--- config.mk ---
export PLATFORM = sky130hd
export DESIGN_NAME = ones_count_frame_acc
export DESIGN_NICKNAME = d
export VERILOG_FILES = /design/src/rtl/ones_count_frame_acc_pkg.sv /design/src/rtl/frame_acc_datapath.sv /design/src/rtl/reg_gen.sv /design/src/rtl/ones_count_frame_acc.sv
export SDC_FILE = /design/constraint.sdc
export NUM_CORES = 1
export LEC_CHECK = 0
export CORE_ASPECT_RATIO = 1.1
export CORE_MARGIN = 3
export CORE_UTILIZATION = 45
export CTS_CLUSTER_SIZE = 20
export DETAILED_ROUTE_END_ITERATION = 16
export PLACE_DENSITY = 0.77
export SYNTH_ARGS = -nofsm -noshare
export SYNTH_HDL_FRONTEND = slang
export SYNTH_SLANG_ARGS = --single-unit
--- constraint.sdc ---
create_clock -name clk -period 7.4 [get_ports clk]
set_input_delay 0.74 -clock clk [delete_from_list [all_inputs] [get_ports clk]]
set_output_delay 0.74 -clock clk [all_outputs]
set_load 0.005 [all_outputs]
--- src/rtl/ones_count_frame_acc_pkg.sv ---
// Shared types and width helpers for the frame accumulator.
// Latency and backpressure: none; package only.
package ones_count_frame_acc_pkg;

  typedef enum logic [1:0] {
    ST_IDLE = 2'd0,
    ST_ACC  = 2'd1,
    ST_HOLD = 2'd2
  } state_t;

  function automatic int count_w(input int log_bit_width);
    return log_bit_width + 1;
  endfunction

  // Wide enough for a full frame of all-ones words without wrapping.
  function automatic int sum_w(input int log_bit_width, input int log_frame_len);
    return log_bit_width + log_frame_len + 1;
  endfunction

endpackage

--- src/rtl/frame_acc_datapath.sv ---
// Accumulator, running max and sample counter for one frame.
// Latency: next-state values combinational, state 1 cycle; backpressure: none, driven by controls.
module frame_acc_datapath
  import ones_count_frame_acc_pkg::*;
#(
  parameter int log_bit_width = 5,
  parameter int log_frame_len = 4,
  localparam int CW = count_w(log_bit_width),
  localparam int SW = sum_w(log_bit_width, log_frame_len)
) (
  input  logic          clk,
  input  logic          rst,
  input  logic          clr,
  input  logic          load,
  input  logic          acc_en,
  input  logic [CW-1:0] count_in,
  output logic [SW-1:0] sum_nxt,
  output logic [CW-1:0] max_nxt,
  output logic          last
);

  logic [SW-1:0]            acc;
  logic [CW-1:0]            max_q;
  logic [log_frame_len-1:0] cnt;

  assign sum_nxt = acc + SW'(count_in);
  assign max_nxt = (count_in > max_q) ? count_in : max_q;
  assign last    = acc_en && (cnt == {log_frame_len{1'b1}});

  // load opens a new frame with the current sample as its first entry
  always_ff @(posedge clk or posedge rst) begin
    if (rst) begin
      acc   <= '0;
      max_q <= '0;
      cnt   <= '0;
    end else if (clr) begin
      acc   <= '0;
      max_q <= '0;
      cnt   <= '0;
    end else if (load) begin
      acc   <= SW'(count_in);
      max_q <= count_in;
      cnt   <= log_frame_len'(1);
    end else if (acc_en) begin
      acc   <= sum_nxt;
      max_q <= max_nxt;
      cnt   <= cnt + log_frame_len'(1);
    end
  end

endmodule

--- src/rtl/reg_gen.sv ---
// Generic enabled register with async active-high clear.
// Latency: 1 cycle; backpressure: none, holds value while en is low.
module reg_gen #(
  parameter int W = 1
) (
  input  logic         clk,
  input  logic         rst,
  input  logic         en,
  input  logic [W-1:0] d,
  output logic [W-1:0] q
);

  always_ff @(posedge clk or posedge rst) begin
    if (rst)     q <= '0;
    else if (en) q <= d;
  end

endmodule

--- src/rtl/ones_count_frame_acc.sv ---
// Per-frame popcount totals, max and threshold flag; result 1 cycle after the last sample.
// Backpressure: result held until frame_ready; samples arriving meanwhile are dropped and flagged.
module ones_count_frame_acc
  import ones_count_frame_acc_pkg::*;
#(
  parameter int log_bit_width = 5,
  parameter int log_frame_len = 4,
  localparam int CNT_W = count_w(log_bit_width),
  localparam int SUM_W = sum_w(log_bit_width, log_frame_len)
) (
  input  logic             clk,
  input  logic             rst,
  input  logic             start,
  input  logic             abort,
  input  logic             cont,
  input  logic             count_valid,
  input  logic [CNT_W-1:0] count_in,
  input  logic [SUM_W-1:0] threshold,
  output logic             frame_valid,
  input  logic             frame_ready,
  output logic [SUM_W-1:0] frame_sum,
  output logic [CNT_W-1:0] frame_max,
  output logic             above_thr,
  output logic             busy,
  output logic             drop
);

  state_t             state;
  logic               hs, done, last;
  logic               dp_clr, dp_load, dp_acc_en;
  logic [SUM_W-1:0]   sum_nxt;
  logic [CNT_W-1:0]   max_nxt;

  assign hs   = frame_valid && frame_ready;
  assign done = (state == ST_ACC) && !abort && last;

  always_comb begin
    dp_clr    = 1'b0;
    dp_load   = 1'b0;
    dp_acc_en = 1'b0;
    if (abort) begin
      dp_clr = 1'b1;
    end else begin
      case (state)
        ST_IDLE: dp_clr    = start;
        ST_ACC:  dp_acc_en = count_valid;
        ST_HOLD: begin
          if (hs) begin
            if (cont && count_valid) dp_load = 1'b1;
            else                     dp_clr  = 1'b1;
          end
        end
        default: dp_clr = 1'b1;
      endcase
    end
  end

  frame_acc_datapath #(
    .log_bit_width(log_bit_width),
    .log_frame_len(log_frame_len)
  ) u_dp (
    .clk     (clk),
    .rst     (rst),
    .clr     (dp_clr),
    .load    (dp_load),
    .acc_en  (dp_acc_en),
    .count_in(count_in),
    .sum_nxt (sum_nxt),
    .max_nxt (max_nxt),
    .last    (last)
  );

  reg_gen #(.W(SUM_W)) u_sum_reg (
    .clk(clk), .rst(rst), .en(done), .d(sum_nxt), .q(frame_sum)
  );

  reg_gen #(.W(CNT_W)) u_max_reg (
    .clk(clk), .rst(rst), .en(done), .d(max_nxt), .q(frame_max)
  );

  reg_gen #(.W(1)) u_thr_reg (
    .clk(clk), .rst(rst), .en(done), .d(sum_nxt >= threshold), .q(above_thr)
  );

  // abort overrides every state, including a same-cycle start or frame completion
  always_ff @(posedge clk or posedge rst) begin
    if (rst) begin
      state       <= ST_IDLE;
      frame_valid <= 1'b0;
      busy        <= 1'b0;
      drop        <= 1'b0;
    end else if (abort) begin
      state       <= ST_IDLE;
      frame_valid <= 1'b0;
      busy        <= 1'b0;
    end else begin
      case (state)
        ST_IDLE: begin
          if (start) begin
            state <= ST_ACC;
            busy  <= 1'b1;
            drop  <= 1'b0;
          end
        end
        ST_ACC: begin
          if (done) begin
            state       <= ST_HOLD;
            frame_valid <= 1'b1;
            busy        <= 1'b0;
          end
        end
        ST_HOLD: begin
          if (hs) begin
            frame_valid <= 1'b0;
            if (cont) begin
              state <= ST_ACC;
              busy  <= 1'b1;
            end else begin
              state <= ST_IDLE;
            end
          end else if (count_valid) begin
            drop <= 1'b1;
          end
        end
        default: begin
          state       <= ST_IDLE;
          frame_valid <= 1'b0;
          busy        <= 1'b0;
        end
      endcase
    end
  end

endmodule

==> impl_metrics.xml, run 1 <==
<?xml version="1.0" encoding="UTF-8"?>
<metrics>
  <group name="clocking">
    <metric name="cts_max_level" unit="">2</metric>
    <metric name="tritoncts" unit="">yes</metric>
    <metric name="cts_inserted_buffers" unit="">5</metric>
    <metric name="post_cts_buffers" unit="">0</metric>
    <metric name="ctsRootBufferMaster" unit="">sky130_fd_sc_hd__clkbuf_8</metric>
    <metric name="post_cts_resize_count" unit="">0</metric>
    <metric name="cts-hold-fix-buffers" unit="">0</metric>
    <metric name="clkLatencyLatePin" unit="ns">0.29</metric>
    <metric name="cts_max_path_buffers" unit="">2</metric>
    <metric name="clock_slew_at_the_register_clock_pins_of_the_worst_setup_and_hold_paths" unit="ns">0.08</metric>
    <metric name="cts.sinks" unit="">42</metric>
  </group>
  <group name="sta">
    <metric name="min_period" unit="ns">3.52</metric>
    <metric name="hold-worst-slack" unit="ns">0.483</metric>
    <metric name="max-slew-margin-rel" unit="%">43.3</metric>
    <metric name="report.final.setup_viol" unit="">0</metric>
    <metric name="setup_slack" unit="ns">3.88</metric>
    <metric name="final.setup.tns" unit="ns">0</metric>
    <metric name="layout_worst_path_cycle_share" unit="%">47.5</metric>
    <metric name="max_slew.worst_pin.slew" unit="ns">0.844</metric>
    <metric name="rsz0062_at_grt" unit="">no</metric>
    <metric name="hold_viol" unit="">0</metric>
    <metric name="achievable-frequency" unit="MHz">284</metric>
    <metric name="maxSlewViolCount" unit="">0</metric>
    <metric name="clock-skew-final" unit="ns">0.00532</metric>
  </group>
  <group name="power_and_ir_drop">
    <metric name="power-per-cell-area" unit="nW/µm²">163</metric>
    <metric name="combinationalPowerShare" unit="%">18.7</metric>
    <metric name="seq_power_share" unit="%">47.3</metric>
    <metric name="clock_power_share" unit="%">34.0</metric>
    <metric name="p_int" unit="mW">0.373</metric>
    <metric name="power.leakage" unit="nW">1.53</metric>
    <metric name="totalPowerFinal" unit="mW">0.508</metric>
    <metric name="psw" unit="mW">0.135</metric>
    <metric name="peak_supply_drop" unit="µV">136</metric>
    <metric name="switching_share_of_total_power" unit="%">26.6</metric>
  </group>
  <group name="setup_path">
    <metric name="cpPeakStageDelay" unit="ns">0.49</metric>
    <metric name="worstSetupPathType" unit="">in2reg</metric>
    <metric name="worstPathMaxFanout" unit="">5</metric>
    <metric name="timing.rr.end" unit="">u_thr_reg.q</metric>
    <metric name="critical-path-top-delay-family" unit="">compound AO/OA/AOI/OAI gates</metric>
    <metric name="timing.reg2reg.setup_slack" unit="ns">4.50</metric>
    <metric name="reg2reg_path_depth" unit="">12</metric>
    <metric name="critical_path.endpoint_type" unit="">register</metric>
    <metric name="path_cells" unit="">clkdlybuf4s50_1 -&gt; ha_1 -&gt; fa_1 -&gt; a211oi_1 -&gt; nor2_1 -&gt; o311ai_1 -&gt; xnor2_1 -&gt; ha_1 -&gt; a211o_1 -&gt; a21oi_1 -&gt; o21ai_0 -&gt; a21oi_1 -&gt; o31ai_1</metric>
    <metric name="cp_data_required_time" unit="ns">7.57</metric>
    <metric name="crit_path_start_kind" unit="">input pin</metric>
    <metric name="critical_path.reg2reg.startpoint" unit="">u_dp.acc[0]</metric>
    <metric name="cpMaxStageDelayCell" unit="">sky130_fd_sc_hd__clkdlybuf4s50_1</metric>
    <metric name="path_buf_inv" unit="">1</metric>
    <metric name="worstPathArrival" unit="ns">3.69</metric>
  </group>
  <group name="global_routing">
    <metric name="first_global_vias" unit="">1940</metric>
    <metric name="globalRouteTotalUtil" unit="%">16.9</metric>
    <metric name="grt_antenna_before_repair" unit="">0</metric>
    <metric name="grt_max_degree" unit="">43</metric>
    <metric name="globalRoute.totalOverflow" unit="">0</metric>
    <metric name="wire_length_of_the_first_global_routing_pass" unit="µm">9080</metric>
  </group>
  <group name="synthesis">
    <metric name="yosysSeqAreaShare" unit="%">41.8</metric>
    <metric name="synth-edff-count" unit="">0</metric>
    <metric name="synthDominantCellAreaShare" unit="%">41.8</metric>
    <metric name="yosys-top-cells-area" unit="">sky130_fd_sc_hd__dfrtp_1 42%, sky130_fd_sc_hd__ha_1 11%, sky130_fd_sc_hd__nand2_1 4.0%, sky130_fd_sc_hd__mux2_4 3.6%, sky130_fd_sc_hd__inv_1 3.4%</metric>
    <metric name="ys_async_sr_fraction" unit="%">100</metric>
    <metric name="synthMostInstantiatedCell" unit="">sky130_fd_sc_hd__dfrtp_1</metric>
    <metric name="postSynthNetCount" unit="">298</metric>
    <metric name="unique_cell_type_count_in_the_yosys_netlist" unit="">42</metric>
    <metric name="synth_flop_cell" unit="">sky130_fd_sc_hd__dfrtp_1</metric>
    <metric name="post_synth_most_frequent_cells" unit="">42 x sky130_fd_sc_hd__dfrtp_1, 27 x sky130_fd_sc_hd__nand2_1, 23 x sky130_fd_sc_hd__ha_1, 23 x sky130_fd_sc_hd__inv_1, 15 x sky130_fd_sc_hd__nor2_1</metric>
    <metric name="number_of_instances_in_the_synthesized_netlist" unit="">251</metric>
    <metric name="synth.avg_cell_area" unit="µm²">10.0</metric>
    <metric name="synthesis.yosys.warnings" unit="">0</metric>
    <metric name="postSynthRegisterBits" unit="">42</metric>
    <metric name="synthDominantAreaCellType" unit="">sky130_fd_sc_hd__dfrtp_1</metric>
    <metric name="syn_area" unit="µm²">2510</metric>
  </group>
  <group name="run">
    <metric name="total_of_max_cap_violations" unit="">0</metric>
  </group>
  <group name="finish">
    <metric name="area_growth_syn_to_layout" unit="%">24.3</metric>
    <metric name="post-route-util" unit="%">60.0</metric>
    <metric name="post_route_cells_drive_above_1_share" unit="%">7.74</metric>
    <metric name="layout.nets" unit="">343</metric>
    <metric name="final_cells" unit="">369</metric>
    <metric name="antenna-diode-count" unit="">0</metric>
    <metric name="post-route-cell-area" unit="µm²">3120</metric>
  </group>
  <group name="route">
    <metric name="via_count" unit="">1970</metric>
    <metric name="routedWlPerCell" unit="µm">14.0</metric>
    <metric name="viasPerCell" unit="">5.34</metric>
    <metric name="drt_iter0_drc" unit="">120</metric>
    <metric name="route.detailed.drc" unit="">0</metric>
    <metric name="routed_wirelength" unit="µm">5160</metric>
    <metric name="drt_first_pass_iters" unit="">4</metric>
    <metric name="route.antenna.remaining_nets" unit="">0</metric>
  </group>
  <group name="place">
    <metric name="dpl_cell_area" unit="µm²">3010</metric>
    <metric name="dpl_worst_slack" unit="ns">3.59</metric>
    <metric name="gp_congestion" unit="">0.795</metric>
    <metric name="number_of_buffers_inserted_by_port_buffering" unit="">42</metric>
    <metric name="detailed_place_hpwl" unit="µm">3790</metric>
    <metric name="dp_cells" unit="">361</metric>
  </group>
  <group name="floorplan">
    <metric name="die-area" unit="µm²">6520</metric>
    <metric name="design.core.area" unit="µm²">5200</metric>
    <metric name="die_h" unit="µm">84.4</metric>
    <metric name="fp-row-count" unit="">27</metric>
    <metric name="initial_utilization" unit="%">48.3</metric>
    <metric name="chipWidth" unit="µm">77.2</metric>
    <metric name="ioPinCount" unit="">43</metric>
  </group>
  <group name="outcome">
    <metric name="outcome" unit="">completed</metric>
  </group>
  <group name="min_path">
    <metric name="hold_path_stages" unit="">2</metric>
    <metric name="hold_end" unit="">u_sum_reg.q[5]</metric>
    <metric name="hp-start" unit="">u_sum_reg.q[5]</metric>
    <metric name="min_path_type" unit="">reg2reg</metric>
  </group>
</metrics>
-- worst max-delay path by stage --
stage / depth (start not counted) / endpoint / startpoint
floorplan: 12 / u_thr_reg.q / count_in[0]
CTS: 13 / u_thr_reg.q / count_in[0]
global placement: 13 / u_thr_reg.q / count_in[0]
global route: 13 / u_thr_reg.q / count_in[0]
detailed placement: 13 / u_thr_reg.q / count_in[0]
finish: 13 / u_thr_reg.q / count_in[0]
-- power by group through the flow --
stage | clock (mW) | combinational, mW | sequential, mW
after CTS | 0.175 | 0.0959 | 0.240
after detailed placement | 0 | 0.0947 | 0.245
after floorplan | 0 | 0.0632 | 0.244
after global placement | 0 | 0.0928 | 0.245
after global routing | 0.186 | 0.107 | 0.241
final | 0.173 | 0.0949 | 0.240
-- flip-flops by register name (all words and copies together) (netlist names) --
name,flops
u_max_reg.q,6
drop,1
u_thr_reg.q,1
state,2
u_dp.cnt,4
u_sum_reg.q,10
frame_valid,1
busy,1
u_dp.acc,10
u_dp.max_q,6
-- tightest hold or removal path, stage by stage, from the launching register on --
cell,delay [ns]
sky130_fd_sc_hd__dfrtp_1,0.35
sky130_fd_sc_hd__nand2_1,0.05
sky130_fd_sc_hd__o21ai_1,0.06
-- cells by family after synthesis --
group,synth area share [%]
compound gates,19.1
buf+inv,4.48
xor+xnor,3.14
flops,41.8
mux,6.82
simple gates,12.4
fa+ha+maj,12.3
-- cells in the final DEF, fill, tap and decap left out, types with 2 or more instances in the layout --
cell type | netlist | final
sky130_fd_sc_hd__a22oi_1 | 5 | 5
sky130_fd_sc_hd__o31ai_1 | 3 | 3
sky130_fd_sc_hd__ha_1 | 23 | 23
sky130_fd_sc_hd__inv_1 | 23 | 23
sky130_fd_sc_hd__a21o_1 | 8 | 8
sky130_fd_sc_hd__mux2i_1 | 7 | 7
sky130_fd_sc_hd__a21oi_1 | 8 | 8
sky130_fd_sc_hd__o211ai_1 | 4 | 4
sky130_fd_sc_hd__nor2_1 | 15 | 15
sky130_fd_sc_hd__nor3_1 | 2 | 2
sky130_fd_sc_hd__a211oi_1 | 3 | 3
sky130_fd_sc_hd__o21a_1 | 2 | 2
sky130_fd_sc_hd__o21ai_1 | 11 | 11
sky130_fd_sc_hd__nand4_1 | 4 | 4
sky130_fd_sc_hd__a221o_1 | 2 | 2
sky130_fd_sc_hd__mux2_4 | 6 | 6
sky130_fd_sc_hd__nand3_1 | 4 | 4
sky130_fd_sc_hd__clkdlybuf4s50_1 | 0 | 42
sky130_fd_sc_hd__a211o_1 | 3 | 3
sky130_fd_sc_hd__o21ai_0 | 6 | 6
sky130_fd_sc_hd__clkbuf_8 | 0 | 8
sky130_fd_sc_hd__nand2_1 | 27 | 27
sky130_fd_sc_hd__nor2b_1 | 2 | 2
sky130_fd_sc_hd__or2_2 | 2 | 2
sky130_fd_sc_hd__buf_4 | 0 | 2
sky130_fd_sc_hd__dfrtp_1 | 42 | 42
sky130_fd_sc_hd__a22o_1 | 8 | 8
sky130_fd_sc_hd__xor2_1 | 3 | 3
sky130_fd_sc_hd__nand2b_1 | 3 | 3
sky130_fd_sc_hd__xnor2_1 | 6 | 6
-- metal layers --
metal,global-route usage (%),wire length [µm]
met1,23.4,2460
met2,28.0,2530
met3,3.33,145
met4,2.91,25
met5,0,0
-- cell type report --
type | instances | area [µm²]
timing repair buffer | 44 | 435
multi-input combinational | 180 | 1350
inverter | 23 | 86.3
fill | 485 | 2080
clock buffer | 8 | 110
sequential | 42 | 1050
tap | 72 | 90.1
(Power assumes the default switching activity.)
==> run 2, diff against run 1 <==
- clock period: 7.4 -> 3.4 ns (I/O delays scaled with it)
==> run 2 against run 1 <==
Against the previous run: non-clock buffer count increased by 7; sequential cell count unchanged; count of clock-buffer cells in the layout decreased by 1; die area unchanged; via count increased by 1.5%; routed wire length increased by 5.2%; clock power increased by 120%; global-route usage increased by 0.83 points; total power increased by 120%; cell count increased by 1.9%; critical path type unchanged; highest routed layer unchanged.
==> impl_metrics.xml, run 2 (same netlist as run 1, synthesis figures left out) <==
<?xml version="1.0" encoding="UTF-8"?>
<metrics>
  <group name="finish">
    <metric name="antenna-diode-count" unit="">0</metric>
    <metric name="fillerInstances" unit="">498</metric>
    <metric name="area_growth_syn_to_layout" unit="%">26.2</metric>
    <metric name="mostFrequentLayoutCells" unit="">42 x sky130_fd_sc_hd__dfrtp_1, 42 x sky130_fd_sc_hd__clkdlybuf4s50_1, 27 x sky130_fd_sc_hd__nand2_1, 23 x sky130_fd_sc_hd__inv_1, 23 x sky130_fd_sc_hd__ha_1</metric>
    <metric name="post_route_cells_drive_above_1_share" unit="%">9.21</metric>
    <metric name="largest_registers" unit="">u_dp.acc (10), u_sum_reg.q (10)</metric>
    <metric name="layout.nets" unit="">350</metric>
  </group>
  <group name="clocking">
    <metric name="tritoncts" unit="">yes</metric>
    <metric name="cts_max_level" unit="">2</metric>
    <metric name="cts.sinks" unit="">42</metric>
    <metric name="ctsRootBufferMaster" unit="">sky130_fd_sc_hd__clkbuf_8</metric>
    <metric name="post_cts_resize_count" unit="">0</metric>
    <metric name="cts_inserted_buffers" unit="">5</metric>
    <metric name="post_cts_buffers" unit="">0</metric>
    <metric name="cts_max_path_buffers" unit="">2</metric>
    <metric name="cts-hold-fix-buffers" unit="">0</metric>
    <metric name="clock_slew_at_the_register_clock_pins_of_the_worst_setup_and_hold_paths" unit="ns">0.08</metric>
    <metric name="clkLatencyLatePin" unit="ns">0.30</metric>
  </group>
  <group name="setup_path">
    <metric name="worstPathArrival" unit="ns">3.18</metric>
    <metric name="worstSetupPathType" unit="">in2reg</metric>
    <metric name="timing.rr.end" unit="">u_thr_reg.q</metric>
    <metric name="timing.reg2reg.setup_slack" unit="ns">0.52</metric>
    <metric name="critical_path.reg2reg.startpoint" unit="">u_dp.acc[0]</metric>
    <metric name="critical_path.endpoint_type" unit="">register</metric>
    <metric name="cp_data_required_time" unit="ns">3.58</metric>
    <metric name="reg2reg_path_depth" unit="">12</metric>
    <metric name="crit_path_start_kind" unit="">input pin</metric>
    <metric name="worstPathMaxFanout" unit="">3</metric>
  </group>
  <group name="power_and_ir_drop">
    <metric name="totalPowerFinal" unit="mW">1.12</metric>
    <metric name="p_int" unit="mW">0.831</metric>
    <metric name="seq_power_share" unit="%">46.6</metric>
    <metric name="psw" unit="mW">0.291</metric>
    <metric name="peak_supply_drop" unit="µV">244</metric>
    <metric name="clock_power_share" unit="%">34.5</metric>
    <metric name="power-per-cell-area" unit="nW/µm²">354</metric>
    <metric name="switching_share_of_total_power" unit="%">26.0</metric>
    <metric name="power.leakage" unit="nW">1.55</metric>
    <metric name="combinationalPowerShare" unit="%">18.9</metric>
  </group>
  <group name="route">
    <metric name="via_count" unit="">2000</metric>
    <metric name="drt_first_pass_iters" unit="">4</metric>
    <metric name="routedWlPerCell" unit="µm">14.4</metric>
    <metric name="route.antenna.remaining_nets" unit="">0</metric>
    <metric name="viasPerCell" unit="">5.32</metric>
    <metric name="routed_wirelength" unit="µm">5430</metric>
    <metric name="route.detailed.drc" unit="">0</metric>
    <metric name="drt_iter0_drc" unit="">99</metric>
  </group>
  <group name="floorplan">
    <metric name="die_h" unit="µm">84.4</metric>
    <metric name="die-area" unit="µm²">6520</metric>
    <metric name="ioPinCount" unit="">43</metric>
    <metric name="fp-row-count" unit="">27</metric>
    <metric name="chipWidth" unit="µm">77.2</metric>
    <metric name="initial_utilization" unit="%">48.3</metric>
    <metric name="design.core.area" unit="µm²">5200</metric>
  </group>
  <group name="sta">
    <metric name="clock-skew-final" unit="ns">0.00947</metric>
    <metric name="rsz0062_at_grt" unit="">no</metric>
    <metric name="hold_viol" unit="">0</metric>
    <metric name="min_period" unit="ns">3.00</metric>
    <metric name="maxSlewViolCount" unit="">0</metric>
    <metric name="layout_worst_path_cycle_share" unit="%">88.2</metric>
    <metric name="max_slew.worst_pin.slew" unit="ns">0.875</metric>
    <metric name="achievable-frequency" unit="MHz">334</metric>
    <metric name="max-slew-margin-rel" unit="%">41.2</metric>
    <metric name="final.setup.tns" unit="ns">0</metric>
    <metric name="report.final.setup_viol" unit="">0</metric>
  </group>
  <group name="global_routing">
    <metric name="globalRoute.totalOverflow" unit="">0</metric>
    <metric name="first_global_vias" unit="">2019</metric>
    <metric name="wire_length_of_the_first_global_routing_pass" unit="µm">9380</metric>
    <metric name="grt_max_degree" unit="">43</metric>
    <metric name="globalRouteTotalUtil" unit="%">17.7</metric>
    <metric name="grt_antenna_before_repair" unit="">0</metric>
  </group>
  <group name="min_path">
    <metric name="min_path_type" unit="">in2async</metric>
  </group>
  <group name="outcome">
    <metric name="outcome" unit="">completed</metric>
  </group>
  <group name="place">
    <metric name="detailed_place_hpwl" unit="µm">4090</metric>
    <metric name="number_of_buffers_inserted_by_port_buffering" unit="">42</metric>
    <metric name="gp_congestion" unit="">0.837</metric>
  </group>
  <group name="run">
    <metric name="total_of_max_cap_violations" unit="">0</metric>
  </group>
</metrics>
==> run 2: cell types whose count changed in the layout (fill, tap and decap cells not counted) <==
cell and change:
sky130_fd_sc_hd__clkbuf_1 +2, sky130_fd_sc_hd__buf_4 +7, sky130_fd_sc_hd__clkbuf_8 -3, sky130_fd_sc_hd__bufinv_16 +1
==> run 2: critical path: stages <==
cell	delay [ns]
sky130_fd_sc_hd__clkdlybuf4s50_1	0.44
sky130_fd_sc_hd__ha_1	0.25
sky130_fd_sc_hd__fa_1	0.44
sky130_fd_sc_hd__a211oi_1	0.25
sky130_fd_sc_hd__nor2_1	0.11
sky130_fd_sc_hd__o311ai_1	0.31
sky130_fd_sc_hd__xnor2_1	0.18
sky130_fd_sc_hd__ha_1	0.23
sky130_fd_sc_hd__a211o_1	0.25
sky130_fd_sc_hd__a21oi_1	0.11
sky130_fd_sc_hd__o21ai_0	0.09
sky130_fd_sc_hd__a21oi_1	0.12
sky130_fd_sc_hd__o31ai_1	0.07
==> run 2: how the worst max path moves through the flow <==
stage,from,endpoint,depth (start not counted)
floorplan,u_dp.acc[0],u_thr_reg.q,12
global placement,count_in[0],u_thr_reg.q,13
detailed placement,count_in[0],u_thr_reg.q,13
CTS,count_in[0],u_thr_reg.q,13
global route,count_in[0],u_thr_reg.q,13
finish,count_in[0],u_thr_reg.q,13
==> run 2: per-stage QoR <==
stage	hold slack, ns	setup WS [ns]	cells	utilization, %	area, µm²
global placement	0.473	0.164	368	58.9	3060
global route	0.526	0.195	376	60.9	3170
finish	0.475	0.401	376	60.9	3170
CTS	0.494	0.391	376	60.9	3170
floorplan	0.473	0.753	251	-	2510
detailed placement	0.475	0.0792	368	58.9	3060
==> run 2: final cells by class <==
cell class,instances,area [µm²],area share (%)
clock inverters,1,30.0,0.947
clock buffers,7,76.3,2.41
flip-flops and latches,42,1050,33.1
inverters,23,86.3,2.72
multi-input cells,180,1350,42.5
repair buffers,51,488,15.4
well taps,72,90.1,2.84
==> run 2: per-layer routing <==
metal	GRT usage [%]	part of all wire (%)
met1	24.2	45
met2	28.8	50
met3	3.54	3.4
met4	4.69	0.94
met5	0	0
==> run 2: power by group through the flow <==
stage	clock network [mW]	registers, mW	logic [mW]
finish	0.387	0.523	0.212
global route	0.418	0.525	0.240
CTS	0.397	0.523	0.215
detailed placement	0	0.533	0.213
global placement	0	0.533	0.208
floorplan	0	0.530	0.137
==> run 3, diff against run 2 <==
- CORE_UTILIZATION: 45 -> 40
- PLACE_DENSITY: 0.77 -> 0.7
- SLEW_MARGIN: default -> 20
==> run 3 against run 2 <==
Against the previous run: register-to-register slack improved by 0.09 ns; count of clock-buffer cells in the layout unchanged; critical path depth did not move; routed wire length shrank 0.59%; sequential share of layout area is essentially flat; die area is 12% higher; cell area about the same; largest cell class unchanged; largest power group unchanged; first-iteration DRC count shrank 43%; critical endpoint unchanged.
==> impl_metrics.xml, run 3 (same netlist as run 1, synthesis figures left out) <==
<?xml version="1.0" encoding="UTF-8"?>
<metrics>
  <group name="outcome">
    <metric name="outcome" unit="">completed</metric>
  </group>
  <group name="run">
    <metric name="total_of_max_cap_violations" unit="">0</metric>
  </group>
  <group name="clocking">
    <metric name="cts-hold-fix-buffers" unit="">0</metric>
    <metric name="tritoncts" unit="">yes</metric>
    <metric name="cts.sinks" unit="">42</metric>
    <metric name="clkLatencyLatePin" unit="ns">0.30</metric>
    <metric name="cts_max_level" unit="">2</metric>
    <metric name="post_cts_resize_count" unit="">0</metric>
    <metric name="clock_slew_at_the_register_clock_pins_of_the_worst_setup_and_hold_paths" unit="ns">0.09</metric>
    <metric name="ctsRootBufferMaster" unit="">sky130_fd_sc_hd__clkbuf_8</metric>
    <metric name="post_cts_buffers" unit="">0</metric>
    <metric name="cts_inserted_buffers" unit="">5</metric>
    <metric name="cts_max_path_buffers" unit="">2</metric>
  </group>
  <group name="sta">
    <metric name="hold_viol" unit="">0</metric>
    <metric name="achievable-frequency" unit="MHz">333</metric>
    <metric name="hold-worst-slack" unit="ns">0.472</metric>
    <metric name="setup_slack" unit="ns">0.399</metric>
    <metric name="rsz0062_at_grt" unit="">no</metric>
    <metric name="max_slew.worst_pin.slew" unit="ns">0.892</metric>
    <metric name="clock-skew-final" unit="ns">0.00954</metric>
    <metric name="min_period" unit="ns">3.00</metric>
    <metric name="layout_worst_path_cycle_share" unit="%">88.3</metric>
    <metric name="max-slew-margin-rel" unit="%">40.0</metric>
    <metric name="report.final.setup_viol" unit="">0</metric>
    <metric name="final.setup.tns" unit="ns">0</metric>
    <metric name="maxSlewViolCount" unit="">0</metric>
  </group>
  <group name="route">
    <metric name="route.antenna.remaining_nets" unit="">0</metric>
    <metric name="via_count" unit="">1996</metric>
    <metric name="drt_first_pass_iters" unit="">4</metric>
    <metric name="routedWlPerCell" unit="µm">14.1</metric>
    <metric name="drt_iter0_drc" unit="">56</metric>
    <metric name="route.detailed.drc" unit="">0</metric>
    <metric name="viasPerCell" unit="">5.23</metric>
    <metric name="routed_wirelength" unit="µm">5400</metric>
  </group>
  <group name="floorplan">
    <metric name="initial_utilization" unit="%">42.5</metric>
    <metric name="ioPinCount" unit="">43</metric>
    <metric name="die-area" unit="µm²">7270</metric>
    <metric name="die_h" unit="µm">89.1</metric>
    <metric name="fp-row-count" unit="">29</metric>
    <metric name="design.core.area" unit="µm²">5910</metric>
    <metric name="chipWidth" unit="µm">81.6</metric>
  </group>
  <group name="power_and_ir_drop">
    <metric name="seq_power_share" unit="%">48.6</metric>
    <metric name="power-per-cell-area" unit="nW/µm²">340</metric>
    <metric name="p_int" unit="mW">0.775</metric>
    <metric name="psw" unit="mW">0.302</metric>
    <metric name="totalPowerFinal" unit="mW">1.08</metric>
    <metric name="switching_share_of_total_power" unit="%">28.0</metric>
    <metric name="peak_supply_drop" unit="µV">226</metric>
    <metric name="clock_power_share" unit="%">31.6</metric>
    <metric name="power.leakage" unit="nW">1.56</metric>
    <metric name="combinationalPowerShare" unit="%">19.8</metric>
  </group>
  <group name="global_routing">
    <metric name="first_global_vias" unit="">2084</metric>
    <metric name="globalRouteTotalUtil" unit="%">16.7</metric>
    <metric name="globalRoute.totalOverflow" unit="">0</metric>
    <metric name="grt_antenna_before_repair" unit="">0</metric>
    <metric name="wire_length_of_the_first_global_routing_pass" unit="µm">9400</metric>
    <metric name="grt_max_degree" unit="">43</metric>
  </group>
  <group name="setup_path">
    <metric name="cp_data_required_time" unit="ns">3.58</metric>
    <metric name="crit_path_start_kind" unit="">input pin</metric>
    <metric name="critical_path.reg2reg.startpoint" unit="">u_dp.acc[0]</metric>
    <metric name="critical_path.endpoint_type" unit="">register</metric>
    <metric name="worstSetupPathType" unit="">in2reg</metric>
    <metric name="timing.rr.end" unit="">u_thr_reg.q</metric>
    <metric name="setup.worst_path.start" unit="">count_in[0]</metric>
    <metric name="timing.reg2reg.setup_slack" unit="ns">0.61</metric>
    <metric name="worstPathArrival" unit="ns">3.18</metric>
    <metric name="reg2reg_path_depth" unit="">12</metric>
    <metric name="worstPathMaxFanout" unit="">5</metric>
  </group>
  <group name="finish">
    <metric name="post-route-util" unit="%">53.6</metric>
    <metric name="post_route_cells_drive_above_1_share" unit="%">9.84</metric>
    <metric name="antenna-diode-count" unit="">0</metric>
    <metric name="final_cells" unit="">382</metric>
    <metric name="mostFrequentLayoutCells" unit="">42 x sky130_fd_sc_hd__dfrtp_1, 42 x sky130_fd_sc_hd__clkdlybuf4s50_1, 27 x sky130_fd_sc_hd__nand2_1, 23 x sky130_fd_sc_hd__inv_1, 23 x sky130_fd_sc_hd__ha_1</metric>
    <metric name="largest_registers" unit="">u_dp.acc (10), u_sum_reg.q (10)</metric>
    <metric name="layout.nets" unit="">351</metric>
    <metric name="area_growth_syn_to_layout" unit="%">26.1</metric>
    <metric name="post-route-cell-area" unit="µm²">3170</metric>
  </group>
  <group name="min_path">
    <metric name="min_path_type" unit="">in2async</metric>
  </group>
  <group name="place">
    <metric name="dpl_cell_area" unit="µm²">3080</metric>
    <metric name="gp_congestion" unit="">0.791</metric>
    <metric name="dp_cells" unit="">374</metric>
    <metric name="dpl_worst_slack" unit="ns">0.0853</metric>
    <metric name="detailed_place_hpwl" unit="µm">4040</metric>
    <metric name="number_of_buffers_inserted_by_port_buffering" unit="">42</metric>
  </group>
</metrics>
==> run 3: cell types whose count changed in the layout (fill, tap and decap cells not counted) <==
cell / delta
sky130_fd_sc_hd__clkbuf_1: -1
sky130_fd_sc_hd__clkbuf_8: +1
sky130_fd_sc_hd__buf_4: +1
sky130_fd_sc_hd__bufinv_16: -1
sky130_fd_sc_hd__clkinv_2: +1
==> run 3: how the worst max path moves through the flow <==
| stage | endpoint | slack (ns) | depth (start not counted) |
|---|---|---|---|
| 2_1_floorplan | u_thr_reg.q | 0.75 | 12 |
| 3_3_place_gp | u_thr_reg.q | 0.14 | 13 |
| 3_5_place_dp | u_thr_reg.q | 0.09 | 13 |
| 4_1_cts | u_thr_reg.q | 0.39 | 13 |
| 5_1_grt | u_thr_reg.q | 0.17 | 13 |
| 6_report | u_thr_reg.q | 0.40 | 13 |
==> run 3: critical path, stage by stage <==
cell and delay (ns):
sky130_fd_sc_hd__clkdlybuf4s50_1 0.50, sky130_fd_sc_hd__ha_1 0.28, sky130_fd_sc_hd__fa_1 0.40, sky130_fd_sc_hd__a211oi_1 0.24, sky130_fd_sc_hd__nor2_1 0.12, sky130_fd_sc_hd__o311ai_1 0.28, sky130_fd_sc_hd__xnor2_1 0.13, sky130_fd_sc_hd__ha_1 0.21
sky130_fd_sc_hd__a211o_1 0.25, sky130_fd_sc_hd__a21oi_1 0.11, sky130_fd_sc_hd__o21ai_0 0.09, sky130_fd_sc_hd__a21oi_1 0.15, sky130_fd_sc_hd__o31ai_1 0.08
==> run 3: power by group through the flow <==
stage	logic, mW	registers, mW	clock network (mW)
after floorplan	0.137	0.530	0
after global placement	0.209	0.533	0
after detailed placement	0.213	0.533	0
after CTS	0.215	0.523	0.348
after global routing	0.241	0.526	0.369
final	0.213	0.524	0.340
==> run 3: cell type report <==
| cell class | instances | area, µm² |
|---|---|---|
| well taps | 77 | 96.3 |
| clock inverters | 1 | 5.00 |
| clock buffers | 7 | 86.3 |
| fillers | 547 | 2750 |
| repair buffers | 52 | 495 |
| multi-input cells | 180 | 1350 |
| flip-flops and latches | 42 | 1050 |
| inverters | 23 | 86.3 |
==> run 3: per-layer routing <==
layer | vias to the layer above | share of wire, % | track usage, %
li1 | 1003 | - | -
met4 | 0 | 0.80 | 5.22
met5 | - | 0 | 0
met3 | 6 | 4.2 | 3.33
met2 | 31 | 50 | 29.3
met1 | 956 | 45 | 20.6
